===== config.mk =====
export PLATFORM = sky130hd
export DESIGN_NAME = victim_writeback_buffer
export DESIGN_NICKNAME = d
export VERILOG_FILES = /design/src/rtl/cache_pkg.sv /design/src/rtl/wb_entry.sv /design/src/rtl/victim_writeback_buffer.sv
export SDC_FILE = /design/constraint.sdc
export NUM_CORES = 1
export LEC_CHECK = 0
export BUFFER_PORTS_ARGS = -buffer_cell sky130_fd_sc_hd__buf_2
export CAP_MARGIN = 20
export CORE_ASPECT_RATIO = 1.75
export CORE_MARGIN = 2
export CORE_UTILIZATION = 59
export CTS_BUF_LIST = sky130_fd_sc_hd__clkbuf_8
export DETAILED_ROUTE_END_ITERATION = 10
export GPL_ROUTABILITY_DRIVEN = 1
export PLACE_DENSITY = 0.92
export SLEW_MARGIN = 30
export SYNTH_ARGS = -nofsm -noshare
export SYNTH_HDL_FRONTEND = slang
export SYNTH_SLANG_ARGS = --single-unit
export TNS_END_PERCENT = 20

===== constraint.sdc =====
create_clock -name clk -period 11.3 [get_ports clk]
set_input_delay 0.565 -clock clk [delete_from_list [all_inputs] [get_ports clk]]
set_output_delay 0.565 -clock clk [all_outputs]
set_load 0.01 [all_outputs]

===== src/rtl/cache_pkg.sv =====
// rtl/cache_pkg.sv - shared cache geometry, address fields and state encodings
package cache_pkg;
  localparam int WORD_WIDTH        = 32;
  localparam int ADR_WIDTH         = 32;
  localparam int WORD_OFFSET_WIDTH = 2;
  localparam int WORD_NUM          = 4;

  localparam int ADR_WORD_OFFSET_BEGIN = 2;
  localparam int ADR_INDEX_BEGIN       = 4;
  localparam int ADR_TAG_END           = 31;

  typedef enum logic [1:0] {
    E_FREE,
    E_FILLING,
    E_FULL,
    E_DRAINING
  } entry_state_e;

  typedef enum logic {
    D_IDLE,
    D_REQ
  } drain_state_e;
endpackage


===== src/rtl/wb_entry.sv =====
// rtl/wb_entry.sv - one buffered victim line: tag, words, valid mask, state
module wb_entry
  import cache_pkg::*;
#(
  parameter int DW = WORD_WIDTH,
  parameter int TW = ADR_WIDTH - ADR_INDEX_BEGIN,
  parameter int OW = WORD_OFFSET_WIDTH,
  parameter int NW = WORD_NUM
) (
  input  logic         clk,
  input  logic         rst,
  input  logic         wr_en,
  input  logic [TW-1:0] wr_tag,
  input  logic [OW-1:0] wr_word,
  input  logic [DW-1:0] wr_dat,
  input  logic         start_drain,
  input  logic         free_en,
  input  logic [OW-1:0] rd_word,
  input  logic [TW-1:0] fwd_tag,
  input  logic [OW-1:0] fwd_word,
  output logic [DW-1:0] rd_dat,
  output logic [TW-1:0] tag,
  output entry_state_e state,
  output logic         tag_match,
  output logic         completes,
  output logic         fwd_hit,
  output logic [DW-1:0] fwd_dat
);

  logic [DW-1:0] data [NW];
  logic [NW-1:0] mask;
  logic [NW-1:0] next_mask;

  assign next_mask = mask | (NW'(1) << wr_word);
  // Whether a write this cycle would fill the last missing word.
  assign completes = &next_mask;
  assign tag_match = (tag == wr_tag);
  assign rd_dat    = data[rd_word];
  assign fwd_hit   = (state != E_FREE) && (tag == fwd_tag) && mask[fwd_word];
  assign fwd_dat   = fwd_hit ? data[fwd_word] : '0;

  always_ff @(posedge clk) begin
    if (rst) begin
      state <= E_FREE;
      tag   <= '0;
      mask  <= '0;
      for (int i = 0; i < NW; i++) data[i] <= '0;
    end else begin
      if (wr_en) begin
        data[wr_word] <= wr_dat;
        mask          <= next_mask;
        state         <= completes ? E_FULL : E_FILLING;
        if (state == E_FREE) tag <= wr_tag;
      end
      if (start_drain) state <= E_DRAINING;
      if (free_en) begin
        state <= E_FREE;
        mask  <= '0;
      end
    end
  end

endmodule


===== src/rtl/victim_writeback_buffer.sv =====
// rtl/victim_writeback_buffer.sv - victim line collector, forwarder and word-by-word drainer
module victim_writeback_buffer
  import cache_pkg::*;
#(
  parameter int WORD_WIDTH        = cache_pkg::WORD_WIDTH,
  parameter int ADR_WIDTH         = cache_pkg::ADR_WIDTH,
  parameter int WORD_OFFSET_WIDTH = cache_pkg::WORD_OFFSET_WIDTH,
  parameter int WORD_NUM          = cache_pkg::WORD_NUM,
  parameter int ENTRIES           = 2
) (
  input  logic                         clk,
  input  logic                         rst,
  input  logic                         vic_valid_i,
  input  logic [ADR_WIDTH-1:0]         vic_adr_i,
  input  logic [WORD_OFFSET_WIDTH-1:0] vic_word_i,
  input  logic [WORD_WIDTH-1:0]        vic_dat_i,
  output logic                         vic_ready_o,
  input  logic [ADR_WIDTH-1:0]         fwd_adr_i,
  output logic                         fwd_hit_o,
  output logic [WORD_WIDTH-1:0]        fwd_dat_o,
  output logic                         mem_wr_req_o,
  output logic [ADR_WIDTH-1:0]         mem_wr_adr_o,
  output logic [WORD_WIDTH-1:0]        mem_wr_dat_o,
  input  logic                         mem_wr_ack_i,
  output logic                         empty_o,
  output logic                         proto_err_o
);

  localparam int TAG_W = ADR_WIDTH - ADR_INDEX_BEGIN;
  localparam int PTR_W = $clog2(ENTRIES);
  localparam logic [WORD_OFFSET_WIDTH-1:0] LAST_WORD = WORD_OFFSET_WIDTH'(WORD_NUM - 1);

  logic [PTR_W-1:0] head, tail, head_next, tail_next;
  drain_state_e dstate, dstate_next;
  logic [WORD_OFFSET_WIDTH-1:0] cnt, cnt_next;
  logic proto_err, proto_err_next;

  entry_state_e st [ENTRIES];
  logic [TAG_W-1:0] e_tag [ENTRIES];
  logic [WORD_WIDTH-1:0] e_rd_dat [ENTRIES];
  logic [WORD_WIDTH-1:0] e_fwd_dat [ENTRIES];
  logic [ENTRIES-1:0] tag_match, completes, e_hit, wr_en, start_drain, free_en;

  logic [TAG_W-1:0] vic_tag, fwd_tag;
  logic [WORD_OFFSET_WIDTH-1:0] fwd_word;
  logic accept, tag_ok;
  logic unused_bits;

  assign vic_tag     = vic_adr_i[ADR_WIDTH-1:ADR_INDEX_BEGIN];
  assign fwd_tag     = fwd_adr_i[ADR_WIDTH-1:ADR_INDEX_BEGIN];
  assign fwd_word    = fwd_adr_i[ADR_WORD_OFFSET_BEGIN +: WORD_OFFSET_WIDTH];
  assign unused_bits = ^{vic_adr_i[ADR_INDEX_BEGIN-1:0], fwd_adr_i[ADR_WORD_OFFSET_BEGIN-1:0]};

  for (genvar g = 0; g < ENTRIES; g++) begin : g_entry
    wb_entry #(
      .DW(WORD_WIDTH),
      .TW(TAG_W),
      .OW(WORD_OFFSET_WIDTH),
      .NW(WORD_NUM)
    ) u_entry (
      .clk        (clk),
      .rst        (rst),
      .wr_en      (wr_en[g]),
      .wr_tag     (vic_tag),
      .wr_word    (vic_word_i),
      .wr_dat     (vic_dat_i),
      .start_drain(start_drain[g]),
      .free_en    (free_en[g]),
      .rd_word    (cnt),
      .fwd_tag    (fwd_tag),
      .fwd_word   (fwd_word),
      .rd_dat     (e_rd_dat[g]),
      .tag        (e_tag[g]),
      .state      (st[g]),
      .tag_match  (tag_match[g]),
      .completes  (completes[g]),
      .fwd_hit    (e_hit[g]),
      .fwd_dat    (e_fwd_dat[g])
    );
  end

  // Readiness only looks at registered entry state, so a line freed this
  // cycle is not reused until the next one.
  assign vic_ready_o = (st[tail] == E_FREE) || (st[tail] == E_FILLING);
  assign accept      = vic_valid_i && vic_ready_o;
  assign tag_ok      = (st[tail] == E_FREE) || tag_match[tail];

  always_comb begin
    wr_en          = '0;
    start_drain    = '0;
    free_en        = '0;
    tail_next      = tail;
    head_next      = head;
    dstate_next    = dstate;
    cnt_next       = cnt;
    proto_err_next = proto_err;

    if (accept) begin
      if (tag_ok) begin
        wr_en[tail] = 1'b1;
        if (completes[tail]) tail_next = tail + PTR_W'(1);
      end else begin
        proto_err_next = 1'b1;
      end
    end

    case (dstate)
      D_IDLE: begin
        if (st[head] == E_FULL) begin
          start_drain[head] = 1'b1;
          dstate_next       = D_REQ;
          cnt_next          = '0;
        end
      end
      D_REQ: begin
        if (mem_wr_ack_i) begin
          if (cnt == LAST_WORD) begin
            free_en[head] = 1'b1;
            head_next     = head + PTR_W'(1);
            dstate_next   = D_IDLE;
            cnt_next      = '0;
          end else begin
            cnt_next = cnt + 1'b1;
          end
        end
      end
      default: dstate_next = D_IDLE;
    endcase
  end

  always_ff @(posedge clk) begin
    if (rst) begin
      head      <= '0;
      tail      <= '0;
      dstate    <= D_IDLE;
      cnt       <= '0;
      proto_err <= 1'b0;
    end else begin
      head      <= head_next;
      tail      <= tail_next;
      dstate    <= dstate_next;
      cnt       <= cnt_next;
      proto_err <= proto_err_next;
    end
  end

  assign proto_err_o  = proto_err;
  assign mem_wr_req_o = (dstate == D_REQ);
  assign mem_wr_adr_o = mem_wr_req_o ? {e_tag[head], cnt, {ADR_WORD_OFFSET_BEGIN{1'b0}}} : '0;
  assign mem_wr_dat_o = mem_wr_req_o ? e_rd_dat[head] : '0;

  always_comb begin
    empty_o = 1'b1;
    for (int i = 0; i < ENTRIES; i++) begin
      if (st[i] != E_FREE) empty_o = 1'b0;
    end
  end

  // Walk oldest to newest so the entry nearest the tail wins on multiple hits.
  always_comb begin
    logic [PTR_W-1:0] idx;
    fwd_hit_o = 1'b0;
    fwd_dat_o = '0;
    idx       = '0;
    for (int k = 0; k < ENTRIES; k++) begin
      idx = tail + PTR_W'(k + 1);
      if (e_hit[idx]) begin
        fwd_hit_o = 1'b1;
        fwd_dat_o = e_fwd_dat[idx];
      end
    end
  end

endmodule


## After elaboration in Yosys (flattened, before gate mapping)

Memories as Yosys holds them, arrays and structs flattened. A register that Yosys moved wholly into a read port is not among the register bits.
Index checks and enable logic that the tools add are counted.

- Output and inout bits: 101
- RAM bits: 256
- Word-level logic and storage cells: 153
- Flip-flop bits (word level): 74
- Memories: 2

- Shifts and indexed selects: 1
- Reduce and logical (&&, ||, !) cells: 28
- Magnitude comparators: 9
- Bitwise logic cells: 7
- Add/subtract/negate cells: 3
- Multiplexer cells: 83
- Eq/ne operators: 9

Memory list:

| memory | depth | width | rd ports | clocked after Yosys merged registers in | write ports | RTL line | text |
|---|---|---|---|---|---|---|---|
| g_entry[0].u_entry.data | 4 | 32 | 2 | 1 | 4 | wb_entry.sv:30 | `logic [DW-1:0] data [NW];` |
| g_entry[1].u_entry.data | 4 | 32 | 2 | 1 | 4 | wb_entry.sv:30 |  |

Operators by type and width:

| operator | count |
|---|---|
| 2-to-1 mux 32 bit | 17 |
| equality test 28 bit | 4 |
| 2-to-1 mux 28 bit | 3 |
| OR reduction 32 bit | 2 |
| 2-to-1 mux 2 bit | 28 |
| 2-to-1 mux 1 bit | 29 |
| OR 4 bit | 2 |
| AND reduction 2 bit | 4 |
| AND reduction 4 bit | 2 |
| nonzero test 2 bit | 4 |
| logical AND 1 bit | 7 |
| greater-or-equal comparator 2 bit (second input constant) | 3 |
| logical NOT 2 bit | 3 |
| less-than comparator 1 x 2 -> 1 bit (second input constant) | 3 |
| NOT 1 -> 2 bit | 3 |
| AND reduction 3 bit | 2 |
| binary-select mux 1 bit (select 2 bit) | 2 |
| equality test 2 bit (second input constant) | 2 |
| inequality test 2 bit (second input constant) | 2 |
| case mux 2 bit (2 select lines) | 1 |
| OR reduction 2 bit | 2 |
| << shifter 1 x 2 -> 4 bit (first input constant) | 1 |
| less-than comparator 2 x 3 -> 1 bit (second input constant) | 1 |
| adder 1 bit (second input constant) | 2 |
| 7 further kinds | 11 |

## Logic depth before layout (Yosys ltp)

- Depth in word-level cells: 13
- Gate-level depth with buffers: 11

## Modules after synthesis

From an unflattened synthesis, not the netlist that was laid out.

- Cell total of the unflattened synthesis: 1546
- Area total of the unflattened synthesis: 18726.7 um2

By module, submodules not included:

| module | area each (um2) | cells each | instances |
|---|---|---|---|
| wb_entry | 8440.6 | 661 | 2 |
| victim_writeback_buffer | 1845.5 | 224 | 1 |

## Worst setup path before layout

Ideal clock, no wire load.

- Path type: register to register
- From: register tail
- To: memory g_entry[0].u_entry.data[0][0] (netlist name) (enable)
- Path buffers: 2
- Setup time: 0.428 ns
- Setup slack: 7.465 ns
- Period minus slack after synthesis: 3.835 ns
- Arrival time: 3.407 ns
- Cell stages (with the launch flop): 10
- Cell sequence: dfxtp_1 > buf_2 > mux2i_1 > xnor2_1 > nor4_1 > nand4_1 > nor3_2 > buf_4 > o21ai_0 > o21bai_1

RTL lines:

| element | RTL line | text |
|---|---|---|
| start: declaration | victim_writeback_buffer.sv:33 | `logic [PTR_W-1:0] head, tail, head_next, tail_next;` |
| start signal: assignment | victim_writeback_buffer.sv:140 | `tail <= tail_next;` |
| end: declaration | wb_entry.sv:30 |  |

==> results.py <==
metrics = {
    "floorplanning": {
        "core-area_um2": 30100,
        "initial_utilization_pct": 60.1,
        "die_h_um": 236,
        "top_level_ports": 203,
        "die-area_um2": 32100,
        "die_w_um": 136,
        "num_rows": 84,
    },
    "placed_design": {
        "io_buffers": 194,
        "dp_hpwl_um": 32300,
        "gp_congestion": 0.948,
        "place_inst": 2035,
    },
    "sta": {
        "max_freq_mhz": 205,
        "tns_ns": 0,
        "holdWs_ns": 0.244,
        "timing.final.hold_violations": 0,
        "slew_violations": 0,
        "fin_skew_ns": 0.0278,
        "rsz0062_at_grt": "false",
        "worst_slew_pin_slew_ns": 1.06,
        "slew_headroom_pct": 29.2,
        "setup_violations": 0,
        "min_period_ns": 4.89,
        "fin_crit_sh_pct": 43.3,
    },
    "clocking": {
        "cts.repair.resized": 0,
        "post_cts_buffers": 0,
        "clk_latency_ns": 0.59,
        "clock-root-buffer": "clkbuf_8",
        "h-tree-depth": 2,
        "holdBufCountCts": 0,
        "numCtsBuffers": 46,
        "cts_tree": "yes",
        "clock_path_buffers": 3,
        "clock_sinks": 332,
        "path_clk_slew_ns": 0.07,
    },
    "global_route": {
        "use_met3_pct": 5.77,
        "grt_pass1_vias": 14200,
        "antenna_found_initial": 3,
        "use_met1_pct": 33.5,
        "grt_usage_pct": 32.0,
        "grt_max_degree": 129,
        "busiest_layer": "met2",
        "grt_pass1_wl_um": 76600,
        "grtUsageMet2_pct": 56.8,
        "grt-ovfl-total": 0,
    },
    "detailed_routing": {
        "drt_iter0_drc": 1268,
        "ant_nets": 0,
        "viasPerCell": 6.39,
        "post_drt_wl_per_cell_um": 24.1,
        "dr_total_vias": 13600,
        "finalWirelength_um": 51000,
        "dr.pass1.iters": 6,
        "route.detailed.drc": 0,
    },
    "logic_synthesis": {
        "synth_fa_ha_area_share_pct": 0.0692,
        "async_flop_share_pct": 0,
        "synth-seq-area-share_pct": 51.0,
        "muxShareOfSynthArea_pct": 19.4,
        "synthesis.area_um2": 18100,
        "ys_warn_count": 0,
        "ys_dominant_reg_cell": "edfxtp_1",
        "synth_top_family_by_area": "multiplexers",
        "synth_xor_area_share_pct": 4.12,
        "synth-compound-area-share_pct": 5.73,
        "postSynthAreaPerCell_um2": 11.7,
        "synth-seq-cells": 332,
        "synth_edf_count": 256,
        "yosysUniqueCellTypes": 48,
        "yosys.area_share.simple_pct": 15.6,
        "synth_cells": 1538,
    },
    "finish": {
        "fin_util_pct": 67.5,
        "nFillCells": 2101,
        "fin_cells": 2119,
        "syn2layout_area_growth_pct": 12.3,
        "drive_above_1_share_pct": 25.4,
        "nets": 1801,
    },
    "power_and_ir_drop": {
        "powerDensity_nw_per_um2": 126,
        "power_frac_comb_pct": 9.7,
        "p_clk_share_pct": 35.9,
        "power_frac_seq_pct": 54.4,
        "p_sw_mw": 0.624,
        "p_sw_share_pct": 24.4,
        "p_leak_nw": 7.71,
        "intPower_mw": 1.93,
        "peakVddDrop_mv": 0.102,
    },
    "worst_hold_path": {
        "min_path_type": "input pin to flop",
        "holdPathStages": 3,
    },
    "worst_setup_path": {
        "cp_max_fo": 38,
        "crit_type": "flop to flop",
        "worst_setup_path_end_kind": "flop",
        "cp.required_ns": 11.55,
        "critPathArrivalTime_ns": 5.14,
        "critPathLaunchType": "flop",
        "rr_worst_depth": 10,
    },
    "run_status": {
        "status": "completed",
    },
    "job": {
        "cap_violations": 0,
    },
}
registers in the layout, indices dropped and copies added, names as in the netlist, named ones only:
name,cells
g_entry.u_entry.data,256
g_entry.u_entry.tag,56
g_entry.u_entry.mask,8
g_entry.u_entry.state,4
cnt,2
head,1
mem_wr_req_o,1
proto_err_o,1
tail,1
cells in the mapped netlist (all sizes together), types with 2 or more instances:
library cell,n,area (um^2)
nand2,191,717
a21oi,62,310
nand2b,40,250
o211ai,3,32.5
clkbuf,59,224
nor2,147,552
dfxtp,76,1520
and3,99,619
o31ai,4,30.0
edfxtp,256,7690
nand4,12,75.1
a32oi,2,17.5
nor2b,31,194
and2,34,213
xnor2,57,499
mux4,130,2930
nor3b,2,15.0
nor3,9,55.1
o21bai,5,37.5
nor4,14,87.6
buf,54,268
nand3,3,15.0
xor2,28,245
a21boi,36,270
o21ai,7,38.8
o22ai,35,219
inv,70,263
o41ai,2,17.5
mux2i,57,571
or2,3,18.8
layer usage:
| metal | part of all wire (%) | up-vias |
|---|---|---|
| met3 | 8.9 | 238 |
| met4 | 7.2 | 2 |
| met1 | 31 | 6510 |
| met2 | 53 | 905 |
| li1 | - | 5895 |
| met5 | 0.022 | - |
worst max-delay path, stage by stage, from the launching register on:
cell and delay, ns:
dfxtp_2 0.31, buf_4 0.51, mux2i_1 0.31, xnor2_1 0.10, nor4_1 0.60, nand4_1 0.32
nor3_2 0.72, o211ai_1 0.14, buf_4 0.35, nand2b_1 0.70, buf_4 0.45
power groups by stage:
stage | sequential (mW) | clock (mW) | combinational (mW)
6_report | 1.39 | 0.916 | 0.248
5_1_grt | 1.40 | 0.962 | 0.263
4_1_cts | 1.39 | 0.919 | 0.244
3_5_place_dp | 1.42 | 0 | 0.242
3_3_place_gp | 1.41 | 0 | 0.233
2_1_floorplan | 1.41 | 0 | 0.155
final timing paths:
check                 from                        endpoint  slack (ns)
max                   tail  g_entry[1].u_entry.data[0][11]        6.41
min          vic_adr_i[29]      g_entry[1].u_entry.tag[25]        0.24
max reg2reg           tail  g_entry[1].u_entry.data[0][11]        6.41
min reg2reg    proto_err_o                     proto_err_o        0.47
kinds of logic after synthesis:
| logic type | after synthesis |
|---|---|
| AOI/OAI and AO/OA | 164 |
| xor gates and xnor gates | 85 |
| adders and majority gates | 1 |
| buffers and inverters | 183 |
| DFF | 332 |
| muxes | 187 |
| other | 1 |
| and+or+nand+nor | 585 |
layout by cell type, fill, tap and decap left out, drive strengths merged, types with 3 or more instances in the layout:
| cell type | instances |
|---|---|
| edfxtp | 256 |
| buf | 224 |
| nand2 | 191 |
| nor2 | 147 |
| mux4 | 130 |
| and3 | 99 |
| inv | 84 |
| dfxtp | 76 |
| a21oi | 62 |
| mux2i | 57 |
| xnor2 | 57 |
| clkbuf | 52 |
| nand2b | 40 |
| a21boi | 36 |
| o22ai | 35 |
| and2 | 34 |
| nor2b | 31 |
| xor2 | 28 |
| nor4 | 14 |
| nand4 | 12 |
| clkinv | 12 |
| nor3 | 9 |
| o21ai | 7 |
| o21bai | 5 |
| o31ai | 4 |
| or2 | 3 |
| nand3 | 3 |
| o211ai | 3 |
stage by stage:
stage	cell area [um^2]	power (mW)	worst slack, ns
2_1_floorplan	18100	1.56	7.46
5_1_grt	20300	2.62	6.30
3_3_place_gp	19300	1.64	6.45
4_1_cts	20200	2.55	6.52
6_report	20300	2.56	6.41
3_5_place_dp	19400	1.66	6.53
cell type report:
type	count	area, um^2	share of cell area [%]
sequential	332	9220	45.4
multi-input combinational	1024	8190	40.4
timing repair buffer	224	1250	6.18
clock buffer	52	716	3.53
tap	387	484	2.39
inverter	70	263	1.29
clock inverter	28	169	0.832
antenna	2	5.00	0.0247
Note: power is estimated with default switching activity, not from simulation.
